### config.mk
export PLATFORM = sky130hd
export DESIGN_NAME = cmd_dispatcher
export DESIGN_NICKNAME = d
export VERILOG_FILES = /design/src/rtl/cmd_dispatcher.sv
export SDC_FILE = /design/constraint.sdc
export NUM_CORES = 1
export LEC_CHECK = 0
export BUFFER_PORTS_ARGS = -buffer_cell sky130_fd_sc_hd__buf_2
export CELL_PAD_IN_SITES_DETAIL_PLACEMENT = 1
export CELL_PAD_IN_SITES_GLOBAL_PLACEMENT = 1
export CORE_ASPECT_RATIO = 1.4
export CORE_MARGIN = 3
export CORE_UTILIZATION = 55
export CTS_CLUSTER_SIZE = 14
export DETAILED_ROUTE_END_ITERATION = 6
export GPL_ROUTABILITY_DRIVEN = 0
export PLACE_DENSITY = 0.86
export SETUP_SLACK_MARGIN = 0.5
export SLEW_MARGIN = 5
export SYNTH_ARGS = -nofsm -noshare
export SYNTH_HDL_FRONTEND = slang
export SYNTH_SLANG_ARGS = --single-unit
### constraint.sdc
create_clock -name clk -period 11.3 [get_ports clk]
set_clock_uncertainty 0.15 [all_clocks]
set_input_delay 0.565 -clock clk [delete_from_list [all_inputs] [get_ports clk]]
set_output_delay 0.565 -clock clk [all_outputs]
set_load 0.1 [all_outputs]
### src/rtl/cmd_dispatcher.sv
// Command FIFO feeding a broadcast bus; flush words (action 4'hF) wait for vertical blanking, at most one per frame.
// Define CMD_DISPATCH_STATUS_EN to build the status register and sticky overflow flag.
module cmd_dispatcher #(
  parameter int         FIFO_DEPTH   = 16,
  parameter logic [9:0] VBLANK_START = 10'd480,
  parameter logic [9:0] VTOTAL       = 10'd525
) (
  input  logic        clk,
  input  logic        reset,
  input  logic        chipselect,
  input  logic        write,
  input  logic        read,
  input  logic        address,
  input  logic [31:0] writedata,
  output logic [31:0] readdata,
  input  logic [9:0]  vcount,
  output logic [31:0] cmd_out,
  output logic        buffer_sel,
  output logic        flip_pulse
);

  localparam int AW = $clog2(FIFO_DEPTH);
  localparam int CW = AW + 1;

  typedef enum logic [1:0] {
    ISSUE       = 2'd0,
    WAIT_VBLANK = 2'd1,
    HOLD_FRAME  = 2'd2
  } state_t;

  state_t        state;
  logic [31:0]   mem [FIFO_DEPTH];
  logic [AW-1:0] wr_ptr;
  logic [AW-1:0] rd_ptr;
  logic [CW-1:0] count;
  logic [31:0]   head;
  logic          not_empty;
  logic          full;
  logic          push_req;
  logic          push;
  logic          pop;
  logic          head_flush;
  logic          in_vblank;

  assign head       = mem[rd_ptr];
  assign not_empty  = (count != '0);
  assign full       = (count == CW'(FIFO_DEPTH));
  assign push_req   = chipselect && write && !address;
  assign push       = push_req && !full;
  assign head_flush = not_empty && (head[20:17] == 4'hF);
  assign in_vblank  = (vcount >= VBLANK_START) && (vcount < VTOTAL);

  // In WAIT_VBLANK the head is always the flush word that caused the stall.
  always_comb begin
    pop = 1'b0;
    case (state)
      ISSUE, HOLD_FRAME: pop = not_empty && !head_flush;
      WAIT_VBLANK:       pop = not_empty && in_vblank;
      default:           pop = 1'b0;
    endcase
  end

  always_ff @(posedge clk) begin
    if (push) mem[wr_ptr] <= writedata;
  end

  always_ff @(posedge clk) begin
    if (reset) begin
      wr_ptr <= '0;
      rd_ptr <= '0;
      count  <= '0;
    end else begin
      if (push) wr_ptr <= wr_ptr + 1'b1;
      if (pop)  rd_ptr <= rd_ptr + 1'b1;
      case ({push, pop})
        2'b10:   count <= count + 1'b1;
        2'b01:   count <= count - 1'b1;
        default: count <= count;
      endcase
    end
  end

  always_ff @(posedge clk) begin
    if (reset) begin
      state      <= ISSUE;
      cmd_out    <= 32'h0;
      buffer_sel <= 1'b0;
      flip_pulse <= 1'b0;
    end else begin
      cmd_out    <= pop ? head : 32'h0;
      flip_pulse <= 1'b0;
      case (state)
        ISSUE: begin
          if (head_flush) state <= WAIT_VBLANK;
        end
        WAIT_VBLANK: begin
          if (pop) begin
            flip_pulse <= 1'b1;
            buffer_sel <= head[13];
            state      <= HOLD_FRAME;
          end
        end
        HOLD_FRAME: begin
          // Leaving only once active video is seen guarantees the next flush lands in a later frame.
          if (vcount < VBLANK_START) state <= ISSUE;
        end
        default: state <= ISSUE;
      endcase
    end
  end

`ifdef CMD_DISPATCH_STATUS_EN
  logic       overflow;
  logic [4:0] count_stat;
  logic       status_rd;

  assign count_stat = 5'(count);
  assign status_rd  = chipselect && read && address;

  always_ff @(posedge clk) begin
    if (reset) begin
      readdata <= 32'h0;
      overflow <= 1'b0;
    end else begin
      if (chipselect && read)
        readdata <= address ? {24'h0, count_stat, overflow, state} : 32'h0;
      if (push_req && full)
        overflow <= 1'b1;
      else if (status_rd)
        overflow <= 1'b0;
    end
  end
`else
  logic status_unused;
  assign status_unused = read;
  assign readdata      = 32'h0;
`endif

endmodule

Word level (Yosys, flattened, before mapping) --
Memories as Yosys holds them, arrays and structs flattened. A register that Yosys moved wholly into a read port is not among the register bits. Index checks and enable logic that the tools add are counted.
Operators by class: add/sub/neg operators 4, magnitude comparators 3, equal/unequal tests 9, multiplexer cells 11, bitwise logic cells 2, reductions and logical operators 18
Operator list (number):
- $ge A10 B9 Y1 const B | 1
- $lt A10 B10 Y1 const B | 1
- $lt A10 B9 Y1 const B | 1
- $pmux W5 S2 | 1
- $add A4 B1 Y4 const B | 2
- $mux W4 | 2
- $logic_and A1 B1 Y1 | 7
- $mux W2 | 3
- $ne A2 B2 Y1 const B | 3
- $pmux W2 S3 | 1
- $reduce_or A2 Y1 | 3
- $add A5 B1 Y5 const B | 1
- $eq A5 B5 Y1 const B | 1
- $reduce_bool A5 Y1 | 1
- $sub A5 B1 Y5 const B | 1
- $eq A2 B1 Y1 const B | 2
- $eq A2 B2 Y1 const B | 2
- $eq A4 B4 Y1 const B | 1
- $logic_not A1 Y1 | 3
- $mux W1 | 3
- $reduce_and A3 Y1 | 1
- $logic_not A2 Y1 | 1
- $not A1 Y1 | 2
- $pmux W1 S2 | 1
- 2 further kinds | 2
Storage, ports and cells: flip-flop bits (word level) 49, bits in writable memories 512, input port bits 48, output and inout bits 66, logic and storage cells 55, memories 1
Memories:
- mem | depth 16, width 32, rd ports 1, clocked after memory_dff 1, wr ports 1, line 32 | logic [31:0] mem [FIFO_DEPTH];

Longest topological paths before layout --
Gate-level depths: netlist of run 1.
depth after elaboration 7, depth in mapped cells 17, depth with buffers taken out 14

Worst setup path before layout of run 1 --
Ideal clock, no wire load.
kind reg-to-reg, from register count[1], to memory mem[3][0], enable pin, setup time 0.461 ns, data arrival time 3.816 ns, data required time 10.689 ns, path slack 6.873 ns, cell stages (with the launch flop) 6, path buffers 1, clock period less this slack 4.427 ns, cells stage by stage dfxtp_1 > clkbuf_1 > nor4_1 > a211oi_1 > nand2_1 > nor3_1
On the way: longest elaborated chain between the ends 5
RTL lines:
- from (decl) | line 35 | logic [CW-1:0] count;
- from (signal assigned) | line 76 | 2'b10: count <= count + 1'b1;
- from (signal assigned) | line 77 | 2'b01: count <= count - 1'b1;
- from (signal assigned) | line 78 | default: count <= count;
- $eq A5 B5 Y1 | line 47 | assign full = (count == CW'(FIFO_DEPTH));
- $logic_not A1 Y1 | line 49 | assign push = push_req && !full;
- $logic_and A1 B1 Y1 | line 49
- $mux W1 | line 64 | if (push) mem[wr_ptr] <= writedata;
- $mux W1 (not written as such) | line 64
- to (decl) | line 32
Every way passes these cells.

==> impl_metrics.env, run 1 <==
export IMPL_dieWidth_microns=173.8
export IMPL_outcome="finished clean"
export IMPL_ir_drop_mv=0.1441
export IMPL_ant_nets=0
export IMPL_path_delay_family="buffers and inverters"
export IMPL_multi_input_area_sq_um=4957
export IMPL_max_stage_delay_ps=800
export IMPL_yosysTopAreaCellShare_pct=70.93
export IMPL_ys_seq_area_share_pct=75.82
export IMPL_relSlewSlack_pct=30.93
export IMPL_seq_area_sq_um=16450
export IMPL_num_fill_cells=3198
export IMPL_nets=1157
export IMPL_core_region_area_sq_um=38710
export IMPL_crit_required_ps=11600
export IMPL_synth_warnings=0
export IMPL_h_tree_depth=2
export IMPL_root_buffer="clkbuf_16"
export IMPL_drive_gt1_share_pct=32.11
export IMPL_yosysTopAreaCell="edfxtp_1"
export IMPL_arrival_ps=6160
export IMPL_critPathBufInv=2
export IMPL_rsz0062_at_grt="no"
export IMPL_setup_viol=0
export IMPL_die_h_microns=240.9
export IMPL_cts_resized=0
export IMPL_postSynthAreaPerCell_sq_um=21.92
export IMPL_drtPass1Iterations=5
export IMPL_hold_class="in2reg"
export IMPL_leakagePower_nw=7.701
export IMPL_io_pins=114
export IMPL_netlist_top_cells_count="edfxtp_1, mux4_2, dfxtp_1"
export IMPL_worst_pin_slew_ps=1036
export IMPL_placed_cell_area_sq_um=22680
export IMPL_grt_max_degree=56
export IMPL_cp_start_kind="flop"
export IMPL_cap_violations=0
export IMPL_grt_pass1_wl_microns=76620
export IMPL_finalInstanceArea_sq_um=24260
export IMPL_synth_seq_cells=565
export IMPL_clk_path_buf_depth=3
export IMPL_cts_inserted_buffers=51
export IMPL_cts_hold_buf=0
export IMPL_slowest_stage="buf_4"
export IMPL_grt_pass1_vias=11143
export IMPL_grt_overflow=0
export IMPL_antenna_found_initial=2
export IMPL_dr_total_vias=10401
export IMPL_area_growth_synth_to_final_pct=11.92
export IMPL_drt_iter0_drc=1374
export IMPL_ys_dominant_reg_cell="edfxtp_1"
export IMPL_yosysMostFrequentCell="edfxtp_1"
export IMPL_post_cts_buffers=0
export IMPL_drc=0
export IMPL_critPathCaptureType="flop"
export IMPL_r2r_slack_ps=5440
export IMPL_port_buffers=80
export IMPL_critical_path_class="reg2reg"
export IMPL_cts_reportedPaths_clkPinSlew_ps=70
export IMPL_cts_tree="yes"
export IMPL_syn_cell_area_sq_um=21680
export IMPL_synthArstFlopShare_pct=0
export IMPL_routedWlPerCell_microns=31.21
export IMPL_tns_ps=0
export IMPL_fmax_mhz=170.5
export IMPL_post_dp_hpwl_microns=26700
export IMPL_period_needed_ps=5864
export IMPL_path_cells="buf_4 -> buf_4 -> mux4_2 -> a22oi_1 -> nand3_1 -> and4_1 -> a21oi_1 -> ha_1 -> xor2_1 -> ha_1 -> a21boi_0 -> o221ai_1 -> a21o_1 -> a21oi_1 -> xnor2_1 -> nor2_1"
export IMPL_clock_latency_ps=590
export IMPL_synthTopCellsByArea="edfxtp_1, mux4_2, dfxtp_1, buf_4, mux2i_1"
export IMPL_drv_slew=0
export IMPL_synth_edf_count=512
export IMPL_vias_per_cell=6.251
export IMPL_hold_viol=0
export IMPL_dieArea_sq_um=41860
export IMPL_syn_inst=989
export IMPL_cts_sinks=565
export IMPL_min_period_over_period_pct=51.89
export IMPL_crit_fanout=55
export IMPL_row_count=85
export IMPL_synth_distinct_cells=50
export IMPL_initial_core_util_pct=56.00
export IMPL_power_density_nw_per_um2=225.0
export IMPL_grt_usage_pct=25.31
export IMPL_finalWirelength_microns=51930
==> cell families after synthesis <==
family,share of synthesized area (%)
buf+inv,2.378
mux,16.79
simple gates,2.961
other cells,0.01730
xor+xnor,0.3232
compound gates,1.189
flops,75.82
fa+ha+maj,0.5195
==> registers in the layout, indices dropped and copies added, names as in the netlist, named ones only <==
register	cells
state	2
flip_pulse	1
count	5
cmd_out	32
buffer_sel	1
mem	512
rd_ptr	4
wr_ptr	4
==> stage by stage <==
step | hold WS, ps | worst slack (ps) | power (W) | util (%) | std cells
finish | 211.1 | 5436 | 0.005460 | 62.67 | 1664
global route | 195.5 | 5086 | 0.005651 | 62.66 | 1662
CTS | 180.8 | 5416 | 0.005499 | 62.65 | 1662
detailed placement | 338.0 | 5644 | 0.003821 | 58.60 | 1569
global placement | 329.5 | 5918 | 0.003778 | 58.60 | 1569
floorplan | 343.1 | 6873 | 0.003577 | - | 1020
==> layout by cell type (no fill, tap or decap), types with 13 or more instances in the layout <==
cell,synthesis,final
edfxtp_1,512,512
mux4_2,154,154
buf_2,19,80
clkbuf_16,0,51
dfxtp_1,53,49
conb_1,1,32
buf_4,32,28
nor2b_1,25,25
clkbuf_1,18,18
mux2i_1,16,16
nand2_1,13,13
nor2_1,25,13
==> layer usage <==
layer / up-vias / track usage (%) / part of all wire (%)
met4: 2 / 8.146 / 2.9
met2: 556 / 44.78 / 53
met5: - / 0 / 0.013
met3: 96 / 3.541 / 7.7
met1: 5503 / 32.97 / 36
li1: 4244 / - / -
==> final cells by class <==
type | count | share of cell area, %
repair buffers | 108 | 2.517
clock buffers | 72 | 5.709
well taps | 522 | 2.692
multi-input cells | 368 | 20.43
inverters | 6 | 0.09283
flip-flops and latches | 565 | 67.78
diodes | 2 | 0.02063
clock inverters | 21 | 0.7529
==> path summary, 6_finish.rpt <==
| check | from | to | cells past startpoint |
|---|---|---|---|
| max | flop | count[4] | 16 |
| min | writedata[25] | mem[6][25] | 1 |
| max reg2reg | flop | count[4] | 16 |
| min reg2reg | buffer_sel | buffer_sel | 2 |
==> worst reg2reg max path, cell delays in order (launching register included) <==
cell and delay (ps):
dfxtp_4 600, buf_4 730, buf_4 850, mux4_2 460, a22oi_1 290, nand3_1 210
and4_1 300, a21oi_1 260, ha_1 420, xor2_1 220, ha_1 230, a21boi_0 240
o221ai_1 180, a21o_1 210, a21oi_1 180, xnor2_1 150, nor2_1 60
==> power by group <==
| group | switching [W] | internal (W) | leakage, nW |
|---|---|---|---|
| clock network | 0.000743 | 0.000923 | 0.768 |
| registers | 0.0000791 | 0.00235 | 5.04 |
| logic | 0.000869 | 0.000495 | 1.89 |
| total | 0.00169 | 0.00377 | 7.70 |
Power figures use the tool's default switching activity.
==> run 2: changes to the inputs <==
- ABC_AREA: default -> 1
- CORE_UTILIZATION: 55 -> 50
- PLACE_DENSITY: 0.86 -> 0.84
- clock period: 11.3 -> 5.9 ns (I/O delays scaled with it)
==> impl_metrics.env, run 2 <==
export IMPL_regMostFlops="mem"
export IMPL_yosysTopAreaCellShare_pct=68.66
export IMPL_row_count=91
export IMPL_ys_dominant_reg_cell="edfxtp_1"
export IMPL_yosysTopAreaCell="edfxtp_1"
export IMPL_synth_fa_ha_area_share_pct=0.5029
export IMPL_routedWlPerCell_microns=26.97
export IMPL_synth_warnings=0
export IMPL_drt_iter0_drc=1814
export IMPL_hold_class="in2reg"
export IMPL_crit_required_ps=6290
export IMPL_cts_reportedPaths_clkPinSlew_ps=60
export IMPL_ir_drop_mv=0.3899
export IMPL_hold_viol=0
export IMPL_cp_start_kind="flop"
export IMPL_layout_cells_non_filler=2408
export IMPL_critPathBufInv=2
export IMPL_ys_seq_area_share_pct=73.40
export IMPL_dieWidth_microns=184.9
export IMPL_dr_total_vias=14964
export IMPL_initial_core_util_pct=50.69
export IMPL_synthMuxAreaShare_pct=0
export IMPL_vias_per_cell=6.214
export IMPL_dieArea_sq_um=47390
export IMPL_largest_register_ffs=512
export IMPL_nets=1863
export IMPL_yosys_area_share_simple_pct=10.38
export IMPL_power_frac_comb_pct=30.9
export IMPL_cap_violations=0
export IMPL_min_period_over_period_pct=80.28
export IMPL_antenna_found_initial=1
export IMPL_met3_usage_pct=3.604
export IMPL_grt_overflow=0
export IMPL_synth_xor_area_share_pct=0.3129
export IMPL_critPathCaptureType="flop"
export IMPL_io_pins=114
export IMPL_syn_cell_area_sq_um=22390
export IMPL_p_int_w=0.007145
export IMPL_path_cells="buf_4 -> nand2_1 -> nand2_1 -> nand2_1 -> nand3_1 -> nand3_1 -> nand2_1 -> nand2_1 -> nor2_2 -> nand3_4 -> nand2_4 -> inv_4 -> ha_1 -> xor2_1 -> ha_1 -> or2_2 -> nand2_1 -> nand2_1 -> a21oi_1 -> xor2_1 -> nand2_1 -> a21oi_1"
export IMPL_post_dp_hpwl_microns=31790
export IMPL_port_buffers=80
export IMPL_grt_busiest_layer="met2"
export IMPL_period_needed_ps=4736
export IMPL_grt_usage_pct=27.11
export IMPL_root_buffer="clkbuf_16"
export IMPL_swShare_pct=37.74
export IMPL_tns_ps=0
export IMPL_relSlewSlack_pct=15.75
export IMPL_largestRegisters="mem x512, cmd_out x32, count x5"
export IMPL_h_tree_depth=2
export IMPL_netlist_top_cells_count="edfxtp_1, nor2_1, o21ai_0"
export IMPL_grt_pass1_wl_microns=97050
export IMPL_core_region_area_sq_um=44180
export IMPL_use_met1_pct=33.42
export IMPL_finalWirelength_microns=64950
export IMPL_postSynthAreaPerCell_sq_um=13.00
export IMPL_critical_path_class="reg2reg"
export IMPL_path_delay_family="simple AND/OR/NAND/NOR gates"
export IMPL_netSwitchingPower_w=0.004331
export IMPL_p_seq_share_pct=40.1
export IMPL_num_fill_cells=4277
export IMPL_final_common_cell="edfxtp_1"
export IMPL_worst_pin_slew_ps=1262
export IMPL_synth_edf_count=512
export IMPL_clk_path_buf_depth=3
export IMPL_yosysMostFrequentCell="edfxtp_1"
export IMPL_synth_seq_cells=565
export IMPL_synth_distinct_cells=38
export IMPL_syn_inst=1722
export IMPL_cts_inserted_buffers=51
export IMPL_drive_gt1_share_pct=12.98
export IMPL_fmax_mhz=211.1
export IMPL_area_growth_synth_to_final_pct=12.31
export IMPL_max_stage_delay_ps=860
export IMPL_grt_pass1_vias=15851
export IMPL_drtPass1Iterations=5
export IMPL_power_density_nw_per_um2=456.3
export IMPL_grt_max_degree=159
export IMPL_path_common_cell="nand2_1"
export IMPL_met2_usage_pct=47.36
export IMPL_crit_fanout=99
export IMPL_layout_common_cells="edfxtp_1, nor2_1, o21ai_0"
export IMPL_synthTopCellsByArea="edfxtp_1, o21ai_0, dfxtp_1, nor2_1, o221ai_1"
export IMPL_clock_latency_ps=600
export IMPL_setup_viol=0
export IMPL_synth_compound_area_share_pct=10.64
export IMPL_cts_sinks=565
export IMPL_ant_nets=0
export IMPL_leakagePower_nw=8.621
export IMPL_die_h_microns=256.4
export IMPL_synth_top_family_by_area="compound AO/OA/AOI/OAI gates"
export IMPL_drc=0
export IMPL_outcome="finished clean"
export IMPL_drv_slew=0
export IMPL_cts_tree="yes"
export IMPL_clkPwrFrac_pct=29.0
export IMPL_arrival_ps=5120
export IMPL_synthArstFlopShare_pct=0
export IMPL_rsz0062_at_grt="no"
export IMPL_slowest_stage="buf_4"
export IMPL_placed_cells=2277
==> run 2: changes by cell type after synthesis, sizes merged, moves of 16 or more <==
cell / change
o22ai: +29
nor2: +268
nand3: +66
nand2: +143
nor2b: -34
o211ai: +30
o221ai: +81
mux2i: -16
o21ai: +228
mux4: -154
clkbuf: +47
inv: +60
==> run 2: metrics by stage <==
| step | setup slack (ps) | utilization [%] | power, W | hold WS (ps) | cell area (sq um) |
|---|---|---|---|---|---|
| after global routing | 794.3 | 56.92 | 0.01194 | 97.53 | 25150 |
| after detailed placement | 1345 | 52.45 | 0.008069 | 342.1 | 23170 |
| after floorplan | 2918 | - | 0.007306 | 243.9 | 22510 |
| final | 1164 | 56.92 | 0.01148 | 71.82 | 25150 |
| after CTS | 1210 | 56.92 | 0.01147 | 42.22 | 25150 |
| after global placement | 1463 | 52.45 | 0.007859 | 302.2 | 23170 |
==> run 2: cell type report <==
class	instances	area, sq um	area share, %
clock buffers	74	1423	5.657
multi-input cells	970	5130	20.40
repair buffers	140	935.9	3.722
flip-flops and latches	565	16450	65.40
clock inverters	22	211.5	0.8408
inverters	78	301.5	1.199
diodes	1	2.502	0.009951
well taps	558	698.2	2.776
==> run 2: logic make-up after synthesis <==
logic type,count (synthesis)
other,1
AOI/OAI and AO/OA,389
adders and majority gates,9
xor gates and xnor gates,8
DFF,565
and+or+nand+nor,532
buffers and inverters,218
==> run 2: routing by layer <==
layer | routed length [microns] | vias to the layer above
met1 | 23280 | 7532
met5 | 7 | -
met2 | 33770 | 838
li1 | - | 6374
met3 | 4925 | 218
met4 | 2973 | 2
==> run 2: worst min-delay path, cell delays in order <==
cell     delay (ps)
buf_2            90
nand2_1          50
nor2_1           40
nand2_1         200
a21oi_1         110
==> run 2: path summary, 6_finish.rpt <==
path,startpoint,slack (ps),to,cells after the start
max,flop,1160,count[4],22
min reg2reg,rd_ptr[3],350,flop,2
min,write,70,wr_ptr[0],5
max reg2reg,flop,1160,count[4],22
==> run 2: timing repair <==
item / 4_1_cts / 5_1_grt
gates resized for setup: 0 / 0
hold endpoints to repair: 526 / 0
endpoints found under the setup margin: 0 / 0
hold buffers: 34 / 0
setup buffers: 0 / 0
==> run 2: power groups by stage <==
| stage | clock network, W | logic [W] | registers (W) |
|---|---|---|---|
| after detailed placement | 0 | 0.00338 | 0.00468 |
| after global routing | 0.00351 | 0.00382 | 0.00462 |
| after CTS | 0.00335 | 0.00352 | 0.00460 |
| final | 0.00333 | 0.00354 | 0.00460 |
| after floorplan | 0 | 0.00214 | 0.00517 |
| after global placement | 0 | 0.00318 | 0.00468 |
==> run 3: changes to the inputs <==
- clock period: 5.9 -> 4.8 ns (I/O delays scaled with it)
==> impl_metrics.env, run 3 (synthesis results as in run 2) <==
export IMPL_period_needed_ps=4017
export IMPL_power_density_nw_per_um2=562.6
export IMPL_layout_common_cells="edfxtp_1, nor2_1, o21ai_0"
export IMPL_tns_ps=0
export IMPL_grt_pass1_wl_microns=98010
export IMPL_clk_path_buf_depth=3
export IMPL_clkPwrFrac_pct=29.6
export IMPL_critPathCaptureType="flop"
export IMPL_grt_overflow=0
export IMPL_final_common_cell="edfxtp_1"
export IMPL_outcome="finished clean"
export IMPL_root_buffer="clkbuf_16"
export IMPL_cts_reportedPaths_clkPinSlew_ps=60
export IMPL_crit_required_ps=5160
export IMPL_grt_max_degree=225
export IMPL_dieArea_sq_um=47390
export IMPL_reg2reg_to="count[4]"
export IMPL_relSlewSlack_pct=25.91
export IMPL_critPathBufInv=3
export IMPL_drive_gt1_share_pct=13.33
export IMPL_post_route_util_pct=57.19
export IMPL_r2r_cells=21
export IMPL_rsz0062_at_grt="no"
export IMPL_max_stage_delay_ps=480
export IMPL_crit_fanout=47
export IMPL_finalWirelength_microns=64980
export IMPL_clock_latency_ps=580
export IMPL_met2_usage_pct=48.57
export IMPL_hold_class="in2reg"
export IMPL_netSwitchingPower_w=0.005265
export IMPL_cts_sinks=565
export IMPL_drv_slew=0
export IMPL_cap_violations=0
export IMPL_drt_iter0_drc=1724
export IMPL_drc=0
export IMPL_met3_usage_pct=3.803
export IMPL_placed_cells=2279
export IMPL_grt_usage_pct=27.24
export IMPL_row_count=91
export IMPL_path_delay_family="simple AND/OR/NAND/NOR gates"
export IMPL_cp_start_kind="flop"
export IMPL_vias_per_cell=6.153
export IMPL_io_pins=114
export IMPL_path_cells="inv_4 -> buf_8 -> nand3_1 -> nand3_1 -> nand3_1 -> nand2_1 -> nand2_1 -> nor2_2 -> nand3_4 -> nand2_4 -> inv_4 -> ha_1 -> xor2_1 -> ha_1 -> or2_2 -> nand2_1 -> nand2_1 -> a21oi_1 -> xor2_1 -> nand2_1 -> a21oi_1"
export IMPL_grt_pass1_vias=16091
export IMPL_arrival_ps=4380
export IMPL_largest_register_ffs=512
export IMPL_ir_drop_mv=0.4798
export IMPL_h_tree_depth=2
export IMPL_cts_tree="yes"
export IMPL_die_h_microns=256.4
export IMPL_hold_viol=0
export IMPL_worst_pin_slew_ps=1111
export IMPL_min_period_over_period_pct=83.69
export IMPL_setup_viol=0
export IMPL_layout_cells_non_filler=2413
export IMPL_regMostFlops="mem"
export IMPL_critical_path_class="reg2reg"
export IMPL_routedWlPerCell_microns=26.93
export IMPL_core_region_area_sq_um=44180
export IMPL_swShare_pct=37.04
export IMPL_post_dp_hpwl_microns=33880
export IMPL_slowest_stage="dfxtp_4"
export IMPL_p_int_w=0.008950
export IMPL_initial_core_util_pct=50.69
export IMPL_port_buffers=80
export IMPL_antenna_found_initial=2
export IMPL_r2r_slack_ps=780
export IMPL_ant_nets=0
export IMPL_use_met1_pct=33.01
export IMPL_grt_busiest_layer="met2"
export IMPL_whs_ps=73.51
export IMPL_drtPass1Iterations=5
export IMPL_cp_depth=21
export IMPL_largestRegisters="mem x512, cmd_out x32, count x5"
export IMPL_dieWidth_microns=184.9
export IMPL_dr_total_vias=14848
export IMPL_leakagePower_nw=8.682
export IMPL_p_seq_share_pct=40.1
export IMPL_path_common_cell="nand2_1"
export IMPL_fmax_mhz=248.9
export IMPL_cts_inserted_buffers=52
export IMPL_area_growth_synth_to_final_pct=12.84
export IMPL_power_frac_comb_pct=30.3
export IMPL_nets=1867
export IMPL_setup_worst_path_end="count[4]"
==> run 3: worst min path at each step <==
stage	startpoint	to	depth (start not counted)
final	vcount[9]	buffer_sel	6
after global routing	vcount[8]	state[1]	4
after global placement	buffer_sel	buffer_sel	2
after detailed placement	buffer_sel	buffer_sel	2
after CTS	vcount[9]	buffer_sel	6
after floorplan	writedata[0]	mem[0][0]	0
==> run 3: power by group through the flow <==
| stage | Combinational (W) | Sequential, W | Clock, W |
|---|---|---|---|
| floorplan | 0.00263 | 0.00635 | 0 |
| global placement | 0.00389 | 0.00578 | 0 |
| detailed placement | 0.00414 | 0.00579 | 0 |
| CTS | 0.00428 | 0.00569 | 0.00424 |
| global route | 0.00465 | 0.00571 | 0.00443 |
| finish | 0.00431 | 0.00570 | 0.00421 |
==> run 3: worst register-to-register path, stage by stage (launching register included) <==
cell	delay [ps]
dfxtp_4	480
inv_4	270
buf_8	330
nand3_1	160
nand3_1	120
nand3_1	180
nand2_1	160
nand2_1	90
nor2_2	190
nand3_4	150
nand2_4	110
inv_4	60
ha_1	240
xor2_1	180
ha_1	190
or2_2	310
nand2_1	70
nand2_1	50
a21oi_1	140
xor2_1	160
nand2_1	60
a21oi_1	110
==> run 3: what timing repair did <==
action,4_1_cts,5_1_grt
setup endpoints to repair,0,2
endpoints found under the hold margin,526,0
buffers inserted,0,0
gates resized for setup,0,4
hold buffers,35,0
==> run 3: final cells by class <==
class                   instances  area [sq um]
clock buffers                  77          1465
inverters                      78         302.8
diodes                          2         5.005
fillers                      4332         18910
multi-input cells             970          5130
repair buffers                143         980.9
flip-flops and latches        565         16450
well taps                     558         698.2
clock inverters                20         239.0
==> run 3: through the flow <==
stage                     setup slack [ps]  cell area, sq um  power, W
after floorplan                       1818             22510  0.008980
after global placement               821.9             23200  0.009664
after detailed placement             698.5             23200  0.009930
after CTS                            530.2             25250   0.01421
after global routing                 524.3             25260   0.01479
final                                783.0             25270   0.01421
==> run 3: metal layers <==
metal | part of all wire, % | vias up
met5 | 0 | -
met4 | 4.2 | 0
met3 | 6.5 | 193
met2 | 53 | 738
met1 | 36 | 7515
li1 | - | 6402
